===== src/rtl/laser_cover_opt.sv =====
// Laser coverage optimiser.
// Loads NPTS grid points, then places NCIRC fixed-radius circles by coordinate
// descent. Each circle in turn sweeps every grid position while the other
// circles stay put, and keeps the raster-first position that covers the most
// points. Passes repeat until a pass moves no circle or MAX_PASS is reached.
//
// Handshake: a point is taken on every rising edge where IN_VALID is high
// while the engine is in IDLE or LOAD. There is no ready; IN_VALID is simply
// ignored while a job is being optimised. DONE is a one-cycle pulse, and
// C_X/C_Y/COVER are final in that cycle and hold until the next job starts.
module laser_cover_opt #(
  parameter int COORD_W  = 4,
  parameter int NPTS     = 40,
  parameter int NCIRC    = 2,
  parameter int RADIUS   = 4,
  parameter int MAX_PASS = 8
) (
  input  logic                         CLK,
  input  logic                         RST,
  input  logic                         IN_VALID,
  input  logic [COORD_W-1:0]           X,
  input  logic [COORD_W-1:0]           Y,
  output logic [NCIRC*COORD_W-1:0]     C_X,
  output logic [NCIRC*COORD_W-1:0]     C_Y,
  output logic [$clog2(NPTS+1)-1:0]    COVER,
  output logic                         BUSY,
  output logic                         DONE
);

  localparam int CW = $clog2(NPTS + 1);
  localparam int IW = $clog2(NPTS);
  localparam int KW = (NCIRC > 1) ? $clog2(NCIRC) : 1;
  localparam int PW = $clog2(MAX_PASS + 1);
  localparam logic [COORD_W-1:0] CMAX      = '1;
  localparam logic [IW-1:0]      LAST_IDX  = IW'(NPTS - 1);
  localparam logic [KW-1:0]      LAST_K    = KW'(NCIRC - 1);
  localparam logic [PW-1:0]      LAST_PASS = PW'(MAX_PASS - 1);
  localparam logic [31:0]        R2        = 32'(RADIUS * RADIUS);

  typedef enum logic [2:0] {
    S_IDLE, S_LOAD, S_EVAL, S_CMP, S_NEXTC, S_FIN
  } state_t;

  state_t state, state_n;

  logic [COORD_W-1:0] px [NPTS];
  logic [COORD_W-1:0] py [NPTS];

  logic [IW-1:0]      idx;
  logic [IW-1:0]      wr_idx;
  logic [COORD_W-1:0] cand_x, cand_y;
  logic [COORD_W-1:0] best_x, best_y;
  logic [CW-1:0]      acc, best;
  logic [KW-1:0]      k;
  logic [PW-1:0]      pass_cnt;
  logic               changed;

  logic               cov;
  logic [COORD_W-1:0] cur_x, cur_y;
  logic               moved;
  logic               first_cand, last_cand, last_k, stop;
  logic               take;

  // Inclusive circle test on exact-width squared distance.
  function automatic logic in_circle(input logic [COORD_W-1:0] ax, input logic [COORD_W-1:0] ay,
                                     input logic [COORD_W-1:0] bx, input logic [COORD_W-1:0] by);
    logic [COORD_W-1:0]   dx, dy;
    logic [2*COORD_W-1:0] sx, sy;
    logic [2*COORD_W:0]   s;
    dx = (ax >= bx) ? ax - bx : bx - ax;
    dy = (ay >= by) ? ay - by : by - ay;
    sx = {{COORD_W{1'b0}}, dx} * {{COORD_W{1'b0}}, dx};
    sy = {{COORD_W{1'b0}}, dy} * {{COORD_W{1'b0}}, dy};
    s  = {1'b0, sx} + {1'b0, sy};
    return (32'(s) <= R2);
  endfunction

  assign BUSY   = (state != S_IDLE);
  assign DONE   = (state == S_FIN);
  assign take   = IN_VALID && ((state == S_IDLE) || (state == S_LOAD));
  assign wr_idx = (state == S_IDLE) ? '0 : idx;

  // Coverage of the current point and the position of the circle being moved.
  always_comb begin
    cov   = in_circle(px[idx], py[idx], cand_x, cand_y);
    cur_x = '0;
    cur_y = '0;
    for (int j = 0; j < NCIRC; j++) begin
      if (j == int'(k)) begin
        cur_x = C_X[j*COORD_W +: COORD_W];
        cur_y = C_Y[j*COORD_W +: COORD_W];
      end else if (in_circle(px[idx], py[idx], C_X[j*COORD_W +: COORD_W],
                             C_Y[j*COORD_W +: COORD_W])) begin
        cov = 1'b1;
      end
    end
    moved      = (best_x != cur_x) || (best_y != cur_y);
    first_cand = (cand_x == '0) && (cand_y == '0);
    last_cand  = (cand_x == CMAX) && (cand_y == CMAX);
    last_k     = (k == LAST_K);
    stop       = last_k && (!(changed || moved) || (pass_cnt == LAST_PASS));
  end

  // State register.
  always_ff @(posedge CLK or posedge RST) begin
    if (RST) state <= S_IDLE;
    else     state <= state_n;
  end

  // Next-state logic.
  always_comb begin
    state_n = state;
    case (state)
      S_IDLE:  if (IN_VALID) state_n = S_LOAD;
      S_LOAD:  if (IN_VALID && (idx == LAST_IDX)) state_n = S_EVAL;
      S_EVAL:  if (idx == LAST_IDX) state_n = S_CMP;
      S_CMP:   state_n = last_cand ? S_NEXTC : S_EVAL;
      S_NEXTC: state_n = stop ? S_FIN : S_EVAL;
      S_FIN:   state_n = S_IDLE;
      default: state_n = S_IDLE;
    endcase
  end

  // Point memory; no reset needed since a job always overwrites every entry.
  always_ff @(posedge CLK) begin
    if (take) begin
      px[wr_idx] <= X;
      py[wr_idx] <= Y;
    end
  end

  // Datapath: load counter, candidate scan, best tracking, circle update.
  always_ff @(posedge CLK or posedge RST) begin
    if (RST) begin
      C_X      <= '0;
      C_Y      <= '0;
      COVER    <= '0;
      idx      <= '0;
      cand_x   <= '0;
      cand_y   <= '0;
      best_x   <= '0;
      best_y   <= '0;
      acc      <= '0;
      best     <= '0;
      k        <= '0;
      pass_cnt <= '0;
      changed  <= 1'b0;
    end else begin
      case (state)
        S_IDLE: begin
          if (IN_VALID) begin
            C_X      <= '0;
            C_Y      <= '0;
            COVER    <= '0;
            idx      <= IW'(1);
            pass_cnt <= '0;
            changed  <= 1'b0;
            k        <= '0;
          end
        end
        S_LOAD: begin
          if (IN_VALID) begin
            if (idx == LAST_IDX) begin
              idx    <= '0;
              cand_x <= '0;
              cand_y <= '0;
              acc    <= '0;
            end else begin
              idx <= idx + IW'(1);
            end
          end
        end
        S_EVAL: begin
          acc <= acc + CW'(cov);
          idx <= (idx == LAST_IDX) ? '0 : idx + IW'(1);
        end
        S_CMP: begin
          if (first_cand || (acc > best)) begin
            best   <= acc;
            best_x <= cand_x;
            best_y <= cand_y;
          end
          acc <= '0;
          // Raster order, x fastest; wraps to (0,0) ready for the next circle.
          if (cand_x == CMAX) begin
            cand_x <= '0;
            cand_y <= cand_y + COORD_W'(1);
          end else begin
            cand_x <= cand_x + COORD_W'(1);
          end
        end
        S_NEXTC: begin
          for (int j = 0; j < NCIRC; j++) begin
            if ((j == int'(k)) && moved) begin
              C_X[j*COORD_W +: COORD_W] <= best_x;
              C_Y[j*COORD_W +: COORD_W] <= best_y;
            end
          end
          COVER <= best;
          acc   <= '0;
          idx   <= '0;
          if (last_k) begin
            k        <= '0;
            pass_cnt <= pass_cnt + PW'(1);
            changed  <= 1'b0;
          end else begin
            k       <= k + KW'(1);
            changed <= changed || moved;
          end
        end
        default: begin
        end
      endcase
    end
  end

endmodule


===== config.mk =====
export PLATFORM = sky130hd
export DESIGN_NAME = laser_cover_opt
export DESIGN_NICKNAME = d
export VERILOG_FILES = /design/src/rtl/laser_cover_opt.sv
export SDC_FILE = /design/constraint.sdc
export NUM_CORES = 1
export LEC_CHECK = 0
export CAP_MARGIN = 20
export CORE_AREA = 2 2 260 210
export CTS_CLUSTER_SIZE = 30
export DETAILED_ROUTE_END_ITERATION = 8
export DIE_AREA = 0 0 262 212
export SYNTH_ARGS = -nofsm -noshare
export SYNTH_HDL_FRONTEND = slang
export SYNTH_SLANG_ARGS = --single-unit

===== constraint.sdc =====
create_clock -name CLK -period 9.4 [get_ports CLK]
set_input_delay 1.41 -clock CLK [delete_from_list [all_inputs] [get_ports CLK]]
set_output_delay 1.41 -clock CLK [all_outputs]
set_load 0.05 [all_outputs]

Yosys cells after proc, flatten, opt, wreduce, memory -nomap -nowiden
Memories as Yosys holds them, arrays and structs flattened.
Cells that the tools add are included.
Widths: inputs -> output; s select.

operators by class
  eq/ne operators = 20
  divide/modulo/power cells = 0
  multipliers = 6
  order comparisons = 10
  add/sub/neg operators = 21
  reduce and logical (&&, ||, !) cells = 32
  shift operators = 0
  bitwise operators = 1
  muxes and demuxes = 51

operators with widths
  cell                 count
  $mux 4               18
  $mul 4x4->8          6
  $sub 4x4->4          12
  $mux 6               7
  $pmux 8 s2           2
  $add 8x8->9          3
  $le 9x5->1 const B   3
  $ge 4x4->1           6
  $pmux 4 s2           3
  $pmux 6 s4           1
  $reduce_and 3->1     7
  $pmux 6 s3           1
  $mux 3               5
  $pmux 3 s5           1
  $ne 2x2->1 const B   7
  $add 4x1->4 const B  3
  $pmux 6 s2           1
  $mux 1               9
  $eq 4x4->1 const B   2
  $logic_not 4->1      2
  $mux 8               1
  $ne 4x4->1           2
  $logic_and 1x1->1    7
  $add 6x1->6          1
  20 further kinds     31

storage, ports and cells
  bits in writable memories = 320
  ROM bits = 0
  bits in latches = 0
  register bits = 65
  input bits = 11
  logic and storage cells = 159
  memories = 2
  output and inout bits = 24

memory list
  memory  depth  width  read ports  clocked after memory_dff  wr ports  RTL line  source
  px      40     4      1           0                         1         46        logic [COORD_W-1:0] px [NPTS];
  py      40     4      1           0                         1         47        logic [COORD_W-1:0] py [NPTS];

Longest topological paths before layout
An unclocked memory read counts as a cell.

  word-level depth = 12
  gate-level depth with buffers = 40
  depth with buffers taken out = 37

Least setup slack after synthesis
Ideal clock, no wire load.

  path type = reg-to-reg
  from = register idx[0]
  to = register acc[5]
  slack = 1181 ps
  library setup time = 127 ps
  buffers on the path = 2
  period minus slack after synthesis = 8219 ps
  stages on the path, launching flop included = 33
  data arrival time = 8092 ps
  data required time = 9273 ps
  cells stage by stage = dfrtp_1 > buf_2 > buf_2 > mux4_2 > mux2_2 > mux2i_1 > inv_1 > ha_1 > nor2b_1 > o21ai_0 > a21oi_1 > a2111oi_0 > a21oi_1 > or2_2 > fa_1 > fa_1 > fa_1 > inv_1 > fa_1 > ha_1 > inv_1 > fa_1 > xor2_1 > o21ai_0 > a2111oi_0 > a211o_1 > ha_1 > and3_1 > a31oi_1 > o21ai_0 > o311ai_0 > nand2_1 > o21ai_0

between the ends
  word-level cells in the longest chain between the ends = 12
  elaborated cells on any way between the ends = 47
  those cells by class = 16 x add/sub; 6 x mul; 9 x order compare; 2 x eq/ne; 11 x mux; 1 x reduce/logical; 2 x memory

ends and longest elaborated chain
  element                                    RTL line  source
  start, declared                            49        logic [IW-1:0] idx;
  start signal, assigned                     169       idx <= idx + IW'(1);
  start signal, assigned                     175       idx <= (idx == LAST_IDX) ? '0 : idx + IW'(1);
  $mem_v2 40x4, on equally long branches     n/a
  $sub 4x4->4, or another cell as far along  70        dx = (ax >= bx) ? ax - bx : bx - ax;
  $mux 4, on equally long branches           70, 71
  $mul 4x4->8, on equally long branches      72, 73
  $add 8x8->9                                74        s = {1'b0, sx} + {1'b0, sy};
  $le 9x5->1                                 75        return (32'(s) <= R2);
  $mux 1                                     92        end else if (in_circle(px[idx], py[idx], C_X[j*COORD_W +: COORD_W],
  $mux 1                                     89        if (j == int'(k)) begin
  $mux 1                                     92
  $mux 1                                     89
  $add 6x1->6                                174       acc <= acc + CW'(cov);
  $pmux 6 s3                                 149       case (state)
  end signal, assigned                       174
  end, declared                              53        logic [CW-1:0] acc, best;

Several ways; a longest one is shown, not always the timed one.
A chain may end at the register's enable or synchronous reset.

Worst setup path after layout
  from = register idx[1]
  to = register acc[5]

The elaborated chain is that of the path after synthesis.

==> reports/results.tsv <==
metric	value	unit
global placer's final weighted congestion	0.8622	
Slew Limit Fails	0	
Final Setup Violations	0	
number of cells on the worst reg-to-reg path	35	
PortBufs	34	
Yosys cell types	63	
CTS sink cnt	385	
CTS Hold Bufs	0	
most common cell type on the critical path	fa_1	
Clock Latency Late Sink	550	ps
placed inst area	0.02112	mm²
die width	262	µm
largest net degree at the start of global routing	66	
Final Skew	25.26	ps
io pins	35	
pre-CTS setup slack	-24.18	ps
total CTS buffers	40	
Yosys top cell by area	edfxtp_1	
Post-synth top flop	edfxtp_1	
Max Fclk	112.1	MHz
most common cell after layout, fill and taps aside	edfxtp_1	
CTS Buffer Depth	3	
vias after detailed routing	12280	
CTS H-Tree Depth	2	
total wire length	47.39	mm
post-synth top area share	48.21	%
Worst Hold Path EP	changed$_DFFE_PP0P_	
Critical Path RT	9810	ps
final period demand of the worst path	8924	ps
Final Instance Area	0.02256	mm²
post-DR vias/cell	5.320	
worst setup margin	475.8	ps
Filler cells	4873	
Hold Vio Cnt, Final	0	
vias in the first global route	12200	
first-pass GRT wire length	72.93	mm
post-route ant nets	0	
placed cell count	2227	
synthesized cell area	0.01993	mm²
Synth Warn #	0	
period utilisation layout	94.94	%
DR iter-0 viols	1105	
fraction of layout cells with a size suffix above 1	10.97	%
Critical R2R Capture	acc[5]$_DFFE_PP0P_	
Worst-Margin Slew	1048	ps
register area share after synthesis	56.38	%
total gr overflow	0	
Gate Count Post-Synth	1514	
cell count of the worst hold path	1	
Slew HR	29.88	%
critical path fanouts, max	13	
Chip Height	212	µm
most frequent cells in the layout	320 x edfxtp_1, 156 x mux2i_1, 122 x inv_1	
CORE AREA	0.05325	mm²
Worst setup EP type	flop	
total track usage	17.16	%
die area	0.05554	mm²
Pre-antenna DRT Iters	5	
crit path kind	reg -> reg	
worst min path class	reg -> reg	
status	completed	
HP Start	changed$_DFFE_PP0P_	
CTS tree	done	
final core occ	42.36	%
crit-path max cell delay	610	ps
Max Cap Viol	0	
Rows	76	
Worst path slowest cell	dfrtp_4	
fraction of registers with async set/reset	16.88	%
clock-pin slew on the worst setup and hold paths	60	ps
Avg WL per Cell	20.53	µm
R2R Setup Slk	480	ps
synth top area cells	edfxtp_1 48%, dfrtp_1 8.2%, mux2i_1 7.8%	
synthesis-to-finish area growth	13.18	%
Final nets	1736	
Arr. time, crit path	9330	ps
Synth Register Bits	385	
Mean Syn Cell Area	13.16	µm²
Starting Density	37.43	%
syn nets	1677	
Worst setup SP type	flop	
hpwl dp	32.66	mm
Non-Filler Instances	2308	
initial antenna violation count	1	
EDFF count, synth	320	
DRC violations left	0	
clock tree root driver cell	clkbuf_16	
FF-to-FF Start	idx[1]$_DFFE_PP0P_	
[critical path: cells and delay by family, from the launching register on]
family	cells	cell delay (ps)
and+or+nand+nor	6	1190
DFF	1	610
adders and majority gates	8	3030
buffers and inverters	6	980
AOI/OAI and AO/OA	14	2820
xor gates and xnor gates	1	150
[cell type report]
type,instances,area (µm²),area share [%]
Antenna cell,1,2.502,0.01109
Clock buffer,47,1069,4.737
Clock inverter,27,222.7,0.9874
Inverter,124,465.4,2.063
Multi-Input combinational cell,942,7931,35.16
Sequential cell,385,11240,49.84
Tap cell,702,878.3,3.894
Timing Repair Buffer,80,745.7,3.306
[metrics by stage]
stage | hold WS (ps) | setup TNS [ps]
after floorplan | 441.6 | 0
after global placement | 454.8 | 0
after detailed placement | 472.4 | -24.18
after CTS | 494.9 | 0
after global routing | 511.9 | -38.08
final | 496.9 | 0
[routing by layer]
layer  global-route usage, %  up-vias  part of all wire [%]
met2                   25.08      346                    43
met4                   3.799        0                   1.6
li1                        -     5690                     -
met5                       0        -                     0
met1                   26.48     6176                    49
met3                   3.040       67                   6.1
[cells in the mapped netlist, types with 5 or more instances]
cell type    n
edfxtp_1   320
mux2i_1    156
inv_1      124
ha_1       107
nor2_1      87
o21ai_0     70
nand2_1     69
dfrtp_1     65
a21oi_1     54
a22oi_1     48
fa_1        45
nor2b_1     39
clkbuf_1    25
mux2_2      23
nand3_1     22
buf_2       20
nand2b_1    18
mux4_2      16
a21o_1      15
xnor2_1     15
buf_4       13
and2_1      12
a22o_1      10
nor4_1      10
a2111oi_0    9
nand4_1      9
o21bai_1     9
xor2_1       9
a31oi_1      8
nor3_1       8
and3_1       7
a221oi_1     5
or2_2        5
or3_1        5
[kinds of logic after synthesis]
family,after synthesis,synth area share (%)
and+or+nand+nor,310,7.841
DFF,385,56.38
AOI/OAI and AO/OA,261,8.450
adders and majority gates,152,11.24
muxes,195,10.94
buffers and inverters,187,4.099
xor gates and xnor gates,24,1.055
[how the worst max path moves through the flow]
stage,endpoint,cells past startpoint,start
final,acc[5]$_DFFE_PP0P_,35,idx[1]$_DFFE_PP0P_
after global routing,acc[5]$_DFFE_PP0P_,36,idx[2]$_DFFE_PP0P_
after CTS,acc[5]$_DFFE_PP0P_,33,idx[1]$_DFFE_PP0P_
after detailed placement,acc[5]$_DFFE_PP0P_,34,idx[0]$_DFFE_PP0P_
after global placement,acc[5]$_DFFE_PP0P_,34,idx[0]$_DFFE_PP0P_
after floorplan,acc[5]$_DFFE_PP0P_,32,idx[0]$_DFFE_PP0P_
[state kept, by name, indices dropped and copies added (netlist names)]
| name | count |
|---|---|
| state | 3 |
| changed | 1 |
| idx | 6 |
| pass_cnt | 4 |
| C_Y | 8 |
| py | 160 |
| cand_y | 4 |
| acc | 6 |
| best_y | 4 |
| cand_x | 4 |
| k | 1 |
| best | 6 |
| COVER | 6 |
| px | 160 |
| C_X | 8 |
| best_x | 4 |
[repair_timing]
action / CTS / global route
buffers inserted: 0 / 4
pin swaps: 0 / 1
gates resized for setup: 1 / 22
cloned: 0 / 1
setup endpoints to repair: 2 / 6
Power is left out: the tool's default activity adds up to more than one toggle a clock period on the data nets, which glitch-free logic cannot reach.
